===== config.mk =====
export PLATFORM = sky130hd
export DESIGN_NAME = alu_instr_sequencer
export DESIGN_NICKNAME = d
export VERILOG_FILES = /design/src/rtl/seq_pkg.sv /design/src/rtl/alu_op_decode.sv /design/src/rtl/alu_instr_sequencer.sv
export SDC_FILE = /design/constraint.sdc
export NUM_CORES = 1
export LEC_CHECK = 0
export CAP_MARGIN = 20
export CORE_MARGIN = 2
export CORE_UTILIZATION = 37
export CTS_CLUSTER_SIZE = 25
export DETAILED_ROUTE_END_ITERATION = 10
export PLACE_DENSITY = 0.88
export REMOVE_ABC_BUFFERS = 1
export SYNTH_ARGS = -nofsm -noshare
export SYNTH_HDL_FRONTEND = slang
export SYNTH_SLANG_ARGS = --single-unit

===== constraint.sdc =====
create_clock -name Clock -period 7.4 [get_ports Clock]
set_input_delay 1.85 -clock Clock [delete_from_list [all_inputs] [get_ports Clock]]
set_output_delay 1.85 -clock Clock [all_outputs]
set_load 0.1 [all_outputs]

===== src/rtl/seq_pkg.sv =====
// Shared types and encodings for the ALU instruction sequencer: FSM states,
// opcode and ALU CONTROL encodings, and IR field positions.
package seq_pkg;

    typedef enum logic [2:0] {
        IDLE = 3'd0,
        T0   = 3'd1,
        T1   = 3'd2,
        T2   = 3'd3,
        T3   = 3'd4,
        T4   = 3'd5,
        T5   = 3'd6,
        T6   = 3'd7
    } state_e;

    localparam logic [4:0] OP_ADD = 5'b00011;
    localparam logic [4:0] OP_SUB = 5'b00100;
    localparam logic [4:0] OP_AND = 5'b00101;
    localparam logic [4:0] OP_OR  = 5'b00110;
    localparam logic [4:0] OP_SHR = 5'b00111;
    localparam logic [4:0] OP_SHL = 5'b01000;
    localparam logic [4:0] OP_ROR = 5'b01001;
    localparam logic [4:0] OP_ROL = 5'b01010;
    localparam logic [4:0] OP_MUL = 5'b01110;
    localparam logic [4:0] OP_DIV = 5'b01111;
    localparam logic [4:0] OP_NEG = 5'b10000;
    localparam logic [4:0] OP_NOT = 5'b10001;

    localparam logic [4:0] CTL_ADD = 5'b00000;
    localparam logic [4:0] CTL_SUB = 5'b00001;
    localparam logic [4:0] CTL_AND = 5'b00010;
    localparam logic [4:0] CTL_OR  = 5'b00011;
    localparam logic [4:0] CTL_SHR = 5'b00100;
    localparam logic [4:0] CTL_SHL = 5'b00101;
    localparam logic [4:0] CTL_ROR = 5'b00110;
    localparam logic [4:0] CTL_ROL = 5'b00111;
    localparam logic [4:0] CTL_MUL = 5'b01000;
    localparam logic [4:0] CTL_DIV = 5'b01001;
    localparam logic [4:0] CTL_NEG = 5'b01010;
    localparam logic [4:0] CTL_NOT = 5'b01011;

    localparam int OPC_MSB = 31;
    localparam int RA_MSB  = 26;
    localparam int RB_MSB  = 22;
    localparam int RC_MSB  = 18;
    localparam int RFLD_W  = 4;

endpackage


===== src/rtl/alu_op_decode.sv =====
// Combinational opcode decoder: legality, ALU CONTROL code, unary flag and
// multiply/divide flag. MUL/DIV are only legal when MULDIV_EN is defined.
module alu_op_decode
    import seq_pkg::*;
#(
    parameter int OPCODE_W = 5,
    parameter int CTRL_W   = 5
) (
    input  logic [OPCODE_W-1:0] opcode_i,
    output logic                legal_o,
    output logic [CTRL_W-1:0]   control_o,
    output logic                unary_o,
    output logic                muldiv_o
);

    always_comb begin
        legal_o   = 1'b1;
        control_o = '0;
        unary_o   = 1'b0;
        muldiv_o  = 1'b0;
        case (opcode_i)
            OP_ADD: control_o = CTRL_W'(CTL_ADD);
            OP_SUB: control_o = CTRL_W'(CTL_SUB);
            OP_AND: control_o = CTRL_W'(CTL_AND);
            OP_OR:  control_o = CTRL_W'(CTL_OR);
            OP_SHR: control_o = CTRL_W'(CTL_SHR);
            OP_SHL: control_o = CTRL_W'(CTL_SHL);
            OP_ROR: control_o = CTRL_W'(CTL_ROR);
            OP_ROL: control_o = CTRL_W'(CTL_ROL);
            OP_NEG: begin
                control_o = CTRL_W'(CTL_NEG);
                unary_o   = 1'b1;
            end
            OP_NOT: begin
                control_o = CTRL_W'(CTL_NOT);
                unary_o   = 1'b1;
            end
`ifdef MULDIV_EN
            OP_MUL: begin
                control_o = CTRL_W'(CTL_MUL);
                muldiv_o  = 1'b1;
            end
            OP_DIV: begin
                control_o = CTRL_W'(CTL_DIV);
                muldiv_o  = 1'b1;
            end
`endif
            default: legal_o = 1'b0;
        endcase
    end

endmodule


===== src/rtl/alu_instr_sequencer.sv =====
// Moore control FSM running one register-to-register ALU instruction through
// the bus Datapath (fetch T0-T2, execute T3-T5). MULDIV_EN adds MUL/DIV with T6.
module alu_instr_sequencer
    import seq_pkg::*;
#(
    parameter int NUM_REGS = 16,
    parameter int OPCODE_W = 5,
    parameter int CTRL_W   = 5
) (
    input  logic                Clock,
    input  logic                Clear,
    input  logic                Start,
    input  logic                Mem_Ready,
    input  logic [31:0]         IR_Value,
    output logic                PC_Out,
    output logic                MDR_Out,
    output logic                ZLO_Out,
    output logic                PC_In,
    output logic                MAR_In,
    output logic                MDR_In,
    output logic                IR_In,
    output logic                Y_In,
    output logic                ZLO_In,
    output logic                Read,
    output logic                IncPC,
    output logic [CTRL_W-1:0]   CONTROL,
    output logic [NUM_REGS-1:0] R_Out,
    output logic [NUM_REGS-1:0] R_In,
`ifdef MULDIV_EN
    output logic                ZHI_Out,
    output logic                HI_In,
    output logic                LO_In,
`endif
    output logic                Busy,
    output logic                Done,
    output logic                Illegal
);

    state_e state_q, state_d;
    logic   pc_loaded_q;

    logic [RFLD_W-1:0] ra, rb, rc;
    logic              op_legal, op_unary, op_muldiv;
    logic [CTRL_W-1:0] op_ctrl;
    logic              unused_ir;

    assign ra        = IR_Value[RA_MSB -: RFLD_W];
    assign rb        = IR_Value[RB_MSB -: RFLD_W];
    assign rc        = IR_Value[RC_MSB -: RFLD_W];
    assign unused_ir = ^IR_Value[RC_MSB-RFLD_W:0];

    alu_op_decode #(
        .OPCODE_W (OPCODE_W),
        .CTRL_W   (CTRL_W)
    ) u_dec (
        .opcode_i  (IR_Value[OPC_MSB -: OPCODE_W]),
        .legal_o   (op_legal),
        .control_o (op_ctrl),
        .unary_o   (op_unary),
        .muldiv_o  (op_muldiv)
    );

`ifndef MULDIV_EN
    logic unused_muldiv;
    assign unused_muldiv = op_muldiv;
`endif

    // pc_loaded_q is set once the first T1 cycle has passed, so a memory
    // stall does not reload PC from Z on every waiting cycle.
    always_ff @(posedge Clock) begin
        if (Clear) begin
            state_q     <= IDLE;
            pc_loaded_q <= 1'b0;
        end else begin
            state_q     <= state_d;
            pc_loaded_q <= (state_q == T1);
        end
    end

    always_comb begin
        state_d = state_q;
        case (state_q)
            IDLE: if (Start) state_d = T0;
            T0:   state_d = T1;
            T1:   if (Mem_Ready) state_d = T2;
            T2:   state_d = T3;
            T3:   state_d = op_legal ? T4 : IDLE;
            T4:   state_d = T5;
`ifdef MULDIV_EN
            T5:   state_d = op_muldiv ? T6 : (Start ? T0 : IDLE);
            T6:   state_d = Start ? T0 : IDLE;
`else
            T5:   state_d = Start ? T0 : IDLE;
`endif
            default: state_d = IDLE;
        endcase
    end

    always_comb begin
        PC_Out  = 1'b0;
        MDR_Out = 1'b0;
        ZLO_Out = 1'b0;
        PC_In   = 1'b0;
        MAR_In  = 1'b0;
        MDR_In  = 1'b0;
        IR_In   = 1'b0;
        Y_In    = 1'b0;
        ZLO_In  = 1'b0;
        Read    = 1'b0;
        IncPC   = 1'b0;
        CONTROL = '0;
        R_Out   = '0;
        R_In    = '0;
`ifdef MULDIV_EN
        ZHI_Out = 1'b0;
        HI_In   = 1'b0;
        LO_In   = 1'b0;
`endif
        Busy    = (state_q != IDLE);
        Done    = 1'b0;
        Illegal = 1'b0;
        case (state_q)
            T0: begin
                PC_Out = 1'b1;
                MAR_In = 1'b1;
                IncPC  = 1'b1;
                ZLO_In = 1'b1;
            end
            T1: begin
                ZLO_Out = 1'b1;
                PC_In   = ~pc_loaded_q;
                Read    = 1'b1;
                MDR_In  = 1'b1;
            end
            T2: begin
                MDR_Out = 1'b1;
                IR_In   = 1'b1;
            end
            T3: begin
                if (op_legal) begin
                    R_Out = NUM_REGS'(1) << rb;
                    Y_In  = 1'b1;
                end else begin
                    Illegal = 1'b1;
                end
            end
            T4: begin
                R_Out   = NUM_REGS'(1) << (op_unary ? rb : rc);
                CONTROL = op_ctrl;
                ZLO_In  = 1'b1;
            end
            T5: begin
                ZLO_Out = 1'b1;
`ifdef MULDIV_EN
                if (op_muldiv) begin
                    LO_In = 1'b1;
                end else begin
                    R_In = NUM_REGS'(1) << ra;
                    Done = 1'b1;
                end
`else
                R_In = NUM_REGS'(1) << ra;
                Done = 1'b1;
`endif
            end
`ifdef MULDIV_EN
            T6: begin
                ZHI_Out = 1'b1;
                HI_In   = 1'b1;
                Done    = 1'b1;
            end
`endif
            default: ;
        endcase
    end

endmodule


==> results.cfg <==
[run_status]
outcome = finished clean

[clock_network]
clk_latency_ns = 0.24
clockBufferDepth = 2
clk_pin_slew_ns = 0.04
htreeDepth = 1
root_buffer = clkbuf_4
ctsResizeCount = 0
cts-buffers-inserted = 3
cts_sinks = 4
cts_hold_buf = 0
cts_setup_buffers = 0
cts_tree = done

[placed_design]
placed_cell_area_sq_mm = 0.00170
portBuffers = 70
dp_hpwl_um = 2670
routabilityCongestion = 0.839
pre_cts_ws_ns = 1.14

[logic_synthesis]
ys_seq_area_share_pct = 7.11
synthesis.area_sq_mm = 0.00113
avgSynthCellArea_sq_um = 6.40
ys_ff_latch = 4
synth_edf_count = 0
synth.distinct_cells = 45
async_flop_share_pct = 0
ys.warnings.count = 0
synthFlopType = dfxtp_1
postSynthCellCount = 176

[timing]
fin_crit_sh_pct = 85.0
fin_crit_ns = 6.29
slew_violations = 0
maxSlewHeadroom_pct = 34.6
fmax_ghz = 0.159
finClkSkew_ns = 0.00113
worst_slack_ns = 1.11
setup_tns_ns = 0
setup-violations-final = 0
worstMarginPinSlew_ns = 0.978
rsz0062_at_grt = false
whs_ns = 0.663
hold_viol = 0

[worst_setup_path]
crit_family = simple AND/OR/NAND/NOR gates
max_stage_delay_ns = 0.81
crit_path_end_kind = primary output
start_kind = input pin
cp_slowest_cell = or4b_1
critical_path_class = input pin to primary output
cp_data_arrival_time_ns = 4.44
worstPathMaxFanout = 9
worstPathCellList = clkdlybuf4s50_1 > or4b_1 > mux2i_4 > or2b_2 > o21ai_1 > buf_4
crit_buf_inv = 2
crit_required_ns = 5.55

[min_path]
hp-class = register to register

[route]
drtPass1Iterations = 4
drt-total-wl_um = 3340
drt_iter0_drc = 52
vias_per_cell = 5.53
postRouteAntennaNets = 0
vias = 1454
routedWlPerCell_um = 12.7
drc_errors = 0

[floorplanning]
row_count = 20
core_sq_mm = 0.00298
die_x_um = 59.2
num_io_pins = 87
initial_utilization_pct = 37.8
dieArea_sq_mm = 0.00350
fp.dieH_um = 59.2

[cells_and_area]
design_area_sq_mm = 0.00172
n_antenna_cell = 0
final_nets = 268
layout-drive-gt1-share_pct = 15.2
synthToLayoutAreaGrowth_pct = 53.0
seq_area_sq_um = 80.1
multiInputGateArea_sq_um = 913
fillers = 295
utilization_pct = 57.9

[pwr]
ir_drop_mv = 0.0608
powerDensity_mw_per_mm2 = 96.4
p_leak_nw = 0.630

[global_routing]
overflow = 0
grt_pass1_wl_um = 5270
grt_max_degree = 13
grt_pass1_vias = 1219
antenna_found_initial = 0
gr-usage-all-layers_pct = 18.8

[job]
max_cap_violations = 0
==> Yosys cell counts, drive strengths merged, types with 2 or more instances <==
library cell | count | area share, %
nand3 | 6 | 2.7
buf | 12 | 8.1
nand4 | 3 | 1.7
nor4 | 2 | 1.1
nor2 | 32 | 11
mux2i | 4 | 4.7
or3 | 4 | 2.2
xnor2 | 3 | 2.3
a21oi | 5 | 2.2
or2 | 3 | 1.7
nand3b | 3 | 2.0
nor2b | 3 | 1.7
dfxtp | 4 | 7.1
nor3b | 3 | 2.0
clkbuf | 7 | 2.3
nor3 | 13 | 5.8
o32ai | 4 | 3.8
o211ai | 5 | 3.3
nand2 | 13 | 5.0
o22ai | 7 | 5.0
inv | 4 | 1.3
o21ai | 7 | 3.1
nand2b | 14 | 7.8
==> stage by stage <==
stage / total power [mW] / cells
floorplan: 0.102 / 157
global placement: 0.137 / 260
detailed placement: 0.137 / 260
CTS: 0.166 / 263
global route: 0.173 / 263
finish: 0.166 / 263
==> kinds of logic (layout without fill, tap and decap cells) <==
| kind of cell | after synthesis | after routing | synth area share [%] |
|---|---|---|---|
| other cells | 1 | 1 | 0.333 |
| buf+inv | 23 | 77 | 11.8 |
| mux | 5 | 5 | 5.67 |
| xor+xnor | 3 | 3 | 2.33 |
| flops | 4 | 4 | 7.11 |
| compound gates | 34 | 34 | 21.9 |
| simple gates | 106 | 106 | 50.9 |
==> tightest hold or removal path: stages, from the launching register on <==
cell      delay [ns]
dfxtp_1         0.38
nand2b_1        0.15
a21oi_1         0.07
==> layer usage <==
metal	share of wire, %	global-route usage [%]	vias up	routed length [um]
li1	-	-	733	-
met3	6.0	2.40	5	200
met5	0	0	-	0
met4	0.90	5.52	0	30
met1	45	23.3	653	1500
met2	48	33.8	63	1620
==> path summary, 6_finish.rpt <==
check,from,endpoint,slack (ns),cells past startpoint
worst max-delay path,IR_Value[30],R_Out[8],1.11,6
worst min-delay path,state_q[0],state_q[1],0.66,2
worst max register to register,state_q[2],state_q[2],5.76,3
worst min register to register,state_q[0],state_q[1],0.66,2
==> final cells by class <==
class / count / share of cell area (%)
multi-input cells: 149 / 53.0
repair buffers: 70 / 37.8
flip-flops and latches: 4 / 4.65
well taps: 33 / 2.40
clock buffers: 3 / 1.31
inverters: 4 / 0.871
==> sequential cells by signal, indices dropped and copies added (netlist names) <==
name	flops
pc_loaded_q	1
state_q	3
==> power by group <==
part           leakage (nW)  internal [mW]  switching, mW
clock network        0.0138         0.0182         0.0106
registers            0.0327         0.0234        0.00326
logic                 0.583         0.0320         0.0786
==> layout by cell type (no fill, tap or decap), types with 2 or more instances in the layout <==
cell,Yosys,routed
a21oi_1,5,5
clkbuf_4,0,3
or2_2,3,3
xnor2_1,3,3
or3_1,4,4
nor2b_1,3,3
o211ai_1,5,5
buf_4,5,20
nor2_1,32,32
nand4_1,3,3
clkdlybuf4s50_1,0,50
o22ai_2,2,2
nor4_1,2,2
o21ai_0,6,6
mux2i_1,3,3
dfxtp_1,4,4
nand3b_1,3,3
nand3_1,6,6
nor3b_1,3,3
nand2_1,12,12
o22ai_1,5,5
inv_1,4,4
nor3_1,13,13
nand2b_1,14,14
o32ai_1,3,3
Power figures use the tool's default switching activity.
